$ cat src/rtl/pipeline_perf_monitor_pkg.sv
// Shared types for the pipeline performance monitor: FSM state encoding,
// counter read-address map and the {pc, instr} trace entry layout.
package perf_mon_pkg;

    typedef enum logic [1:0] {
        ST_IDLE = 2'd0,
        ST_RUN  = 2'd1,
        ST_HALT = 2'd2
    } state_t;

    localparam logic [2:0] ADDR_CYCLE  = 3'd0;
    localparam logic [2:0] ADDR_STALL  = 3'd1;
    localparam logic [2:0] ADDR_FLUSH  = 3'd2;
    localparam logic [2:0] ADDR_RETIRE = 3'd3;
    localparam logic [2:0] ADDR_STATUS = 3'd4;

    localparam int TRACE_W = 64;

    typedef struct packed {
        logic [31:0] pc;
        logic [31:0] instr;
    } trace_t;

endpackage

$ cat src/rtl/pipeline_perf_monitor_if.sv
// CPU-tap / readback bundle for the performance monitor.
// master: CPU side drives taps and controls; slave: monitor drives readback and trace.
interface pipeline_perf_monitor_if #(
    parameter int CNT_W = 32
);
    logic             start_i;
    logic             stall_i;
    logic             flush_i;
    logic             retire_i;
    logic [31:0]      pc_i;
    logic [31:0]      instr_i;
    logic [CNT_W-1:0] cycle_limit_i;
    logic             clear_i;
    logic [2:0]       rd_addr_i;
    logic [CNT_W-1:0] rd_data_o;
    logic             trace_pop_i;
    logic             trace_valid_o;
    logic [31:0]      trace_pc_o;
    logic [31:0]      trace_instr_o;
    logic             trace_ovf_o;
    logic             halt_o;

    modport master (
        output start_i, stall_i, flush_i, retire_i, pc_i, instr_i,
        output cycle_limit_i, clear_i, rd_addr_i, trace_pop_i,
        input  rd_data_o, trace_valid_o, trace_pc_o, trace_instr_o,
        input  trace_ovf_o, halt_o
    );

    modport slave (
        input  start_i, stall_i, flush_i, retire_i, pc_i, instr_i,
        input  cycle_limit_i, clear_i, rd_addr_i, trace_pop_i,
        output rd_data_o, trace_valid_o, trace_pc_o, trace_instr_o,
        output trace_ovf_o, halt_o
    );

endinterface

$ cat src/rtl/pipeline_perf_monitor_fifo.sv
// perf_trace_fifo: retire-trace FIFO with drop-newest (MODE 0) or
// overwrite-oldest (MODE 1) on overflow. Ports: push/pop/clear in, head/empty/count/ovf out.
module perf_trace_fifo
    import perf_mon_pkg::*;
#(
    parameter int DEPTH = 8,
    parameter bit MODE  = 1'b0,
    localparam int AW   = $clog2(DEPTH),
    localparam int CW   = AW + 1
) (
    input  logic          clk_i,
    input  logic          rst_n_i,
    input  logic          clear_i,
    input  logic          push_i,
    input  logic          pop_i,
    input  trace_t        data_i,
    output trace_t        head_o,
    output logic          empty_o,
    output logic [CW-1:0] count_o,
    output logic          ovf_o
);

    trace_t        mem [DEPTH];
    logic [AW-1:0] wr_ptr;
    logic [AW-1:0] rd_ptr;
    logic [CW-1:0] count;
    logic          full;
    logic          do_pop;
    logic          overrun;
    logic          do_write;
    logic          adv_rd;

    assign empty_o = (count == '0);
    assign full    = (count == CW'(DEPTH));
    assign count_o = count;
    assign head_o  = mem[rd_ptr];

    // A simultaneous pop frees a slot, so a full FIFO then accepts the push.
    assign do_pop   = pop_i & ~empty_o;
    assign overrun  = push_i & full & ~do_pop;
    assign do_write = push_i & (~full | do_pop | MODE);
    // Overwrite mode retires the oldest entry to make room.
    assign adv_rd   = do_pop | (overrun & MODE);

    always_ff @(posedge clk_i) begin
        if (do_write && !clear_i) begin
            mem[wr_ptr] <= data_i;
        end
    end

    always_ff @(posedge clk_i or negedge rst_n_i) begin
        if (!rst_n_i) begin
            wr_ptr <= '0;
            rd_ptr <= '0;
            count  <= '0;
            ovf_o  <= 1'b0;
        end else if (clear_i) begin
            wr_ptr <= '0;
            rd_ptr <= '0;
            count  <= '0;
            ovf_o  <= 1'b0;
        end else begin
            if (do_write) wr_ptr <= wr_ptr + AW'(1);
            if (adv_rd)   rd_ptr <= rd_ptr + AW'(1);
            if (overrun)  ovf_o  <= 1'b1;
            if (do_write && !adv_rd) begin
                count <= count + CW'(1);
            end else if (!do_write && adv_rd) begin
                count <= count - CW'(1);
            end
        end
    end

endmodule

$ cat src/rtl/pipeline_perf_monitor.sv
// pipeline_perf_monitor: saturating cycle/stall/flush/retire counters, retire trace
// and cycle-limit halt. Ports: clk_i, rst_n_i, bus (slave: CPU taps in, readback/trace out).
module pipeline_perf_monitor
    import perf_mon_pkg::*;
#(
    parameter int CNT_W       = 32,
    parameter int TRACE_DEPTH = 8,
    parameter int TRACE_MODE  = 0
) (
    input  logic                   clk_i,
    input  logic                   rst_n_i,
    pipeline_perf_monitor_if.slave bus
);

    localparam int CW = $clog2(TRACE_DEPTH) + 1;
    localparam logic [CNT_W-1:0] ONE = CNT_W'(1);

    state_t           state;
    logic             halt;
    logic [CNT_W-1:0] cycle_cnt;
    logic [CNT_W-1:0] stall_cnt;
    logic [CNT_W-1:0] flush_cnt;
    logic [CNT_W-1:0] retire_cnt;
    logic [CNT_W-1:0] rd_next;
    logic [CNT_W-1:0] rd_data;
    logic             run;
    logic             limit_hit;
    logic             fifo_empty;
    logic             fifo_ovf;
    logic [CW-1:0]    fifo_count;
    trace_t           head;

    function automatic logic [CNT_W-1:0] sat_inc(
        input logic [CNT_W-1:0] v,
        input logic             en
    );
        return (en && (v != '1)) ? v + ONE : v;
    endfunction

    assign run = (state == ST_RUN);
    // Compare against the pre-increment count so HALT lands on the limit-th edge.
    assign limit_hit = (bus.cycle_limit_i != '0) &&
                       (cycle_cnt == bus.cycle_limit_i - ONE);

    perf_trace_fifo #(
        .DEPTH (TRACE_DEPTH),
        .MODE  (TRACE_MODE != 0)
    ) u_fifo (
        .clk_i   (clk_i),
        .rst_n_i (rst_n_i),
        .clear_i (bus.clear_i),
        .push_i  (run & bus.retire_i),
        .pop_i   (bus.trace_pop_i),
        .data_i  ({bus.pc_i, bus.instr_i}),
        .head_o  (head),
        .empty_o (fifo_empty),
        .count_o (fifo_count),
        .ovf_o   (fifo_ovf)
    );

    always_ff @(posedge clk_i or negedge rst_n_i) begin
        if (!rst_n_i) begin
            state      <= ST_IDLE;
            halt       <= 1'b0;
            cycle_cnt  <= '0;
            stall_cnt  <= '0;
            flush_cnt  <= '0;
            retire_cnt <= '0;
        end else if (bus.clear_i) begin
            state      <= ST_IDLE;
            halt       <= 1'b0;
            cycle_cnt  <= '0;
            stall_cnt  <= '0;
            flush_cnt  <= '0;
            retire_cnt <= '0;
        end else begin
            unique case (state)
                ST_IDLE: begin
                    if (bus.start_i) state <= ST_RUN;
                end
                ST_RUN: begin
                    cycle_cnt  <= sat_inc(cycle_cnt, 1'b1);
                    flush_cnt  <= sat_inc(flush_cnt, bus.flush_i);
                    stall_cnt  <= sat_inc(stall_cnt, bus.stall_i & ~bus.flush_i);
                    retire_cnt <= sat_inc(retire_cnt, bus.retire_i);
                    if (limit_hit) begin
                        state <= ST_HALT;
                        halt  <= 1'b1;
                    end
                end
                ST_HALT: begin
                    state <= ST_HALT;
                end
                default: begin
                    state <= ST_IDLE;
                    halt  <= 1'b0;
                end
            endcase
        end
    end

    always_comb begin
        rd_next = '0;
        unique case (bus.rd_addr_i)
            ADDR_CYCLE:  rd_next = cycle_cnt;
            ADDR_STALL:  rd_next = stall_cnt;
            ADDR_FLUSH:  rd_next = flush_cnt;
            ADDR_RETIRE: rd_next = retire_cnt;
            ADDR_STATUS: rd_next = CNT_W'({fifo_count, fifo_ovf, state});
            default:     rd_next = '0;
        endcase
    end

    always_ff @(posedge clk_i or negedge rst_n_i) begin
        if (!rst_n_i) begin
            rd_data <= '0;
        end else if (bus.clear_i) begin
            rd_data <= '0;
        end else begin
            rd_data <= rd_next;
        end
    end

    assign bus.rd_data_o     = rd_data;
    assign bus.halt_o        = halt;
    assign bus.trace_valid_o = ~fifo_empty;
    assign bus.trace_ovf_o   = fifo_ovf;
    assign bus.trace_pc_o    = head.pc;
    assign bus.trace_instr_o = head.instr;

endmodule
$ cat src/flat_wrapper.sv
// flat-port wrapper written by rule: the top's interface ports become plain ports
module pipeline_perf_monitor_flat import perf_mon_pkg::*;
#(
    parameter int CNT_W       = 32,
    parameter int TRACE_DEPTH = 8,
    parameter int TRACE_MODE  = 0
)
  (clk_i, rst_n_i, bus_start_i, bus_stall_i, bus_flush_i, bus_retire_i, bus_pc_i, bus_instr_i, bus_cycle_limit_i, bus_clear_i, bus_rd_addr_i, bus_trace_pop_i, bus_rd_data_o, bus_trace_valid_o, bus_trace_pc_o, bus_trace_instr_o, bus_trace_ovf_o, bus_halt_o);
  pipeline_perf_monitor_if #(.CNT_W(CNT_W)) bus_i ();
  input  logic clk_i;
  input  logic rst_n_i;
  input wire logic [$bits(bus_i.start_i)-1:0] bus_start_i;
  input wire logic [$bits(bus_i.stall_i)-1:0] bus_stall_i;
  input wire logic [$bits(bus_i.flush_i)-1:0] bus_flush_i;
  input wire logic [$bits(bus_i.retire_i)-1:0] bus_retire_i;
  input wire logic [$bits(bus_i.pc_i)-1:0] bus_pc_i;
  input wire logic [$bits(bus_i.instr_i)-1:0] bus_instr_i;
  input wire logic [$bits(bus_i.cycle_limit_i)-1:0] bus_cycle_limit_i;
  input wire logic [$bits(bus_i.clear_i)-1:0] bus_clear_i;
  input wire logic [$bits(bus_i.rd_addr_i)-1:0] bus_rd_addr_i;
  input wire logic [$bits(bus_i.trace_pop_i)-1:0] bus_trace_pop_i;
  output wire logic [$bits(bus_i.rd_data_o)-1:0] bus_rd_data_o;
  output wire logic [$bits(bus_i.trace_valid_o)-1:0] bus_trace_valid_o;
  output wire logic [$bits(bus_i.trace_pc_o)-1:0] bus_trace_pc_o;
  output wire logic [$bits(bus_i.trace_instr_o)-1:0] bus_trace_instr_o;
  output wire logic [$bits(bus_i.trace_ovf_o)-1:0] bus_trace_ovf_o;
  output wire logic [$bits(bus_i.halt_o)-1:0] bus_halt_o;
  assign bus_i.start_i = bus_start_i;
  assign bus_i.stall_i = bus_stall_i;
  assign bus_i.flush_i = bus_flush_i;
  assign bus_i.retire_i = bus_retire_i;
  assign bus_i.pc_i = bus_pc_i;
  assign bus_i.instr_i = bus_instr_i;
  assign bus_i.cycle_limit_i = bus_cycle_limit_i;
  assign bus_i.clear_i = bus_clear_i;
  assign bus_i.rd_addr_i = bus_rd_addr_i;
  assign bus_i.trace_pop_i = bus_trace_pop_i;
  assign bus_rd_data_o = bus_i.rd_data_o;
  assign bus_trace_valid_o = bus_i.trace_valid_o;
  assign bus_trace_pc_o = bus_i.trace_pc_o;
  assign bus_trace_instr_o = bus_i.trace_instr_o;
  assign bus_trace_ovf_o = bus_i.trace_ovf_o;
  assign bus_halt_o = bus_i.halt_o;
  pipeline_perf_monitor #(.CNT_W(CNT_W), .TRACE_DEPTH(TRACE_DEPTH), .TRACE_MODE(TRACE_MODE)) u_core (.clk_i(clk_i), .rst_n_i(rst_n_i), .bus(bus_i));
endmodule
$ cat config.mk
export PLATFORM = sky130hd
export DESIGN_NAME = pipeline_perf_monitor_flat
export DESIGN_NICKNAME = d
export VERILOG_FILES = /design/src/rtl/pipeline_perf_monitor_pkg.sv /design/src/rtl/pipeline_perf_monitor_if.sv /design/src/rtl/pipeline_perf_monitor_fifo.sv /design/src/rtl/pipeline_perf_monitor.sv /design/src/flat_wrapper.sv
export SDC_FILE = /design/constraint.sdc
export NUM_CORES = 1
export LEC_CHECK = 0
export BUFFER_PORTS_ARGS = -buffer_cell sky130_fd_sc_hd__buf_4
export CAP_MARGIN = 0
export CORE_MARGIN = 8
export CORE_UTILIZATION = 50
export CTS_BUF_LIST = sky130_fd_sc_hd__clkbuf_4 sky130_fd_sc_hd__clkbuf_8
export DETAILED_ROUTE_END_ITERATION = 7
export PLACE_DENSITY = 0.68
export SLEW_MARGIN = 15
export SYNTH_ARGS = -nofsm -noshare
export SYNTH_HDL_FRONTEND = slang
export SYNTH_HIERARCHICAL = 1
export SYNTH_SLANG_ARGS = --single-unit
$ cat constraint.sdc
create_clock -name clk_i -period 19.5 [get_ports clk_i]
set_input_delay 1.95 -clock clk_i [delete_from_list [all_inputs] [get_ports clk_i]]
set_output_delay 1.95 -clock clk_i [all_outputs]
set_load 0.01 [all_outputs]
==> impl_metrics.ini <==
[power_and_ir_drop]
p_seq_share_pct = 48.6
irDropWorstVdd_mv = 0.07389
static-leakage-power_nw = 11.79
p_sw_share_pct = 25.09
p_clk_share_pct = 36.7
p_sw_w = 0.0008386
internal-power_w = 0.002504
power_density_mw_per_mm2 = 98.11
combPwrFrac_pct = 14.7

[grt]
antenna_found_initial = 2
grt.total_usage_pct = 19.88
grt_pass1_wl_mm = 103.6
grt_max_degree = 114
grt.overflow.total = 0
grt_pass1_vias = 17830

[routing]
drt-pass1-iter-count = 6
route.detailed.drc = 0
vias = 17220
wire_per_inst_um = 22.40
wirelength_mm = 67.10
viasPerCell = 5.748
drtIter0Drc = 1212
drtAntennaViolNets = 0

[setup_path]
cp_max_fo = 39
worstPathArrival_ns = 3.90
worstReg2RegStart = u_core/state[1]$_DFFE_PN0P_
crit_type = reg2out
reg2regPathDepth = 7
r2r_slack_ns = 15.50
start_kind = register
cp-end-kind = primary output
required_ns = 17.55
r2r_end = u_core/u_fifo/mem[5][27]$_DFFE_PP_

[floorplanning]
io_pins = 206
die_w_um = 258.9
die_y_um = 258.9
fp-row-count = 89
die-area_mm2 = 0.06701
start_util_pct = 50.26
coreArea_mm2 = 0.05869

[clocking]
cts_tree = done
cts_resized = 0
clkLatencyLatePin_ns = 0.73
clk_path_buf_depth = 3
ctsHoldBuffers = 0
cts_buffers = 109
h-tree-depth = 3
cts_sinks = 686
clk_pin_slew_ns = 0.06
root_buffer = clkbuf_8
cts_setup_buffers = 0

[yosys]
synth_area_leaders = edfxtp_1, dfrtp_1, mux4_2
synth_nets = 2000
async_reset_ff_share_pct = 25.36
yosysTopAreaCell = edfxtp_1
syn_area_per_cell_um2 = 15.69
yosysSeqAreaShare_pct = 66.89
synthesis.instances = 1880
synth_edf_count = 512
synth_top_area_share_pct = 52.13
synth_seq_cells = 686
ys_warn_count = 6
synth_ff_type = edfxtp_1
syn-cell-area_mm2 = 0.02949
ys_types = 71

[placed_design]
dpl.hpwl_mm = 41.32
gp_congestion = 0.8600
io_buffers = 205

[timing]
fmax_mhz = 171.0
fin_setup_tns_ns = 0
slew_headroom_pct = 26.89
setup_viol_count_final = 0
min_period_ns = 5.849
finClkSkew_ns = 0.02914
worst_pin_slew_ns = 1.096
final_max_slew_viol_count = 0
hold_violations = 0
rsz0062_at_grt = false
period_share_pct = 29.99

[finish]
final_util_pct = 58.05
area_growth_pct = 15.50
final_nets = 2251
drive_gt1_share_pct = 28.85

[run]
maxCapViolations = 0

[hold_path]
hold_depth = 2
whs_endpoint = u_core/retire_cnt[19]$_DFFE_PN0P_
hold_start = u_core/retire_cnt[19]$_DFFE_PN0P_
min_path_type = reg2reg

[outcome]
outcome = finished clean
[worst max-delay path, cell delays in order (launching register included)]
cell and delay, ns:
dfrtp_4 0.69, buf_4 0.71, buf_4 0.71, mux4_2 0.58, mux2_2 0.30, buf_4 0.15
[metal layers]
| metal | vias to the layer above | global-route usage [%] | part of all wire [%] |
|---|---|---|---|
| met2 | 492 | 34.12 | 51 |
| met5 | - | 0 | 0.019 |
| li1 | 7805 | - | - |
| met3 | 109 | 4.834 | 6.4 |
| met1 | 8813 | 24.69 | 40 |
| met4 | 2 | 6.421 | 2.5 |
[cell usage after synthesis, types with 5 or more instances]
library cell  instances
and2_1               11
nor2_1              180
dfrtp_1             174
or3_1                21
inv_1                36
buf_1                11
nand2b_1              8
o22a_1                7
nor4_1               23
and3_1               14
a22oi_1              65
nand4_1              42
mux2i_1               6
buf_2                 6
a31oi_1               8
clkbuf_1             56
a21oi_1              50
a211oi_1              5
nor2b_1               5
edfxtp_1            512
nand3b_1              6
nor3_1               32
o21ai_0              23
xor2_1               77
mux4_2              128
o211ai_1             11
buf_6                12
nand2_1              63
ha_1                 12
xnor2_1              78
nand3_1              48
and4_1               15
mux2_2               72
or4_1                 7
[state kept, by name (all words and copies together), names as in the netlist]
name,cells
u_core/cycle_cnt,32
u_core/retire_cnt,32
u_core/bus.halt_o,1
u_core/bus.rd_data_o,32
u_core/state,2
u_core/u_fifo/wr_ptr,3
u_core/flush_cnt,32
u_core/stall_cnt,32
u_core/u_fifo/count_o,4
u_core/u_fifo/ovf_o,1
u_core/u_fifo/mem,512
u_core/u_fifo/rd_ptr,3
[kinds of logic (layout without fill, tap and decap cells)]
family                   after synthesis  in the layout  share of synthesized area (%)
flip-flops                           686            686                          66.89
XOR/XNOR                             155            155                          4.603
AND/OR/NAND/NOR                      495            495                          8.561
multiplexers                         206            206                          12.73
other                                  0              1                              0
adder cells (fa/ha/maj)               13             13                         0.5769
buffers and inverters                125            467                          1.956
AO/OA/AOI/OAI                        200            200                          4.684
[per-stage QoR]
step                power [W]  instances  hold WS (ns)  setup WS, ns  cell area (µm²)
finish               0.003342       2996        0.5608         13.65            34070
global route         0.003481       2996        0.6044         13.26            34070
CTS                  0.003390       2995        0.5654         13.43            34060
detailed placement   0.002154       2793        0.5487         14.22            31830
global placement     0.002144       2793        0.5347         14.28            31830
floorplan            0.001980       1880        0.5130         9.769            29490
[cell usage in the layout (no fill, tap or decap), types with 42 or more instances in the layout]
master    netlist  final
edfxtp_1      512    512
buf_4           2    228
nor2_1        180    177
dfrtp_1       174    171
mux4_2        128    128
clkbuf_8        0    115
xnor2_1        78     78
xor2_1         77     77
mux2_2         72     72
a22oi_1        65     65
nand2_1        63     63
a21oi_1        50     50
nand3_1        48     48
nand4_1        42     42
[power groups by stage]
stage / Clock [W] / Sequential, W / Combinational, W
final: 0.00123 / 0.00163 / 0.000490
after detailed placement: 0 / 0.00166 / 0.000499
after floorplan: 0 / 0.00164 / 0.000342
after global placement: 0 / 0.00165 / 0.000489
after CTS: 0.00126 / 0.00163 / 0.000501
after global routing: 0.00132 / 0.00163 / 0.000532
[worst max path at each step]
stage | startpoint | to | slack (ns) | depth (start not counted)
2_1_floorplan | bus_trace_pop_i | u_core/u_fifo/mem[0][0]$_DFFE_PP_ | 9.77 | 4
3_3_place_gp | u_core/u_fifo/rd_ptr[0]$_DFFE_PN0P_ | bus_trace_instr_o[10] | 14.28 | 5
3_5_place_dp | u_core/u_fifo/rd_ptr[0]$_DFFE_PN0P_ | bus_trace_instr_o[10] | 14.22 | 5
4_1_cts | u_core/u_fifo/rd_ptr[0]$_DFFE_PN0P_ | bus_trace_instr_o[10] | 13.43 | 5
5_1_grt | u_core/u_fifo/rd_ptr[0]$_DFFE_PN0P_ | bus_trace_instr_o[5] | 13.26 | 5
6_report | u_core/u_fifo/rd_ptr[0]$_DFFE_PN0P_ | bus_trace_instr_o[6] | 13.65 | 5
[area by class of cell]
| type | instances | area, µm² |
|---|---|---|
| well taps | 773 | 967.2 |
| fillers | 4553 | 24620 |
| repair buffers | 229 | 1723 |
| diodes | 1 | 2.502 |
| clock buffers | 148 | 1831 |
| multi-input cells | 1069 | 9269 |
| clock inverters | 54 | 397.9 |
| flip-flops and latches | 686 | 19740 |
| inverters | 36 | 135.1 |
No activity file was read; power rests on OpenSTA's default activity.
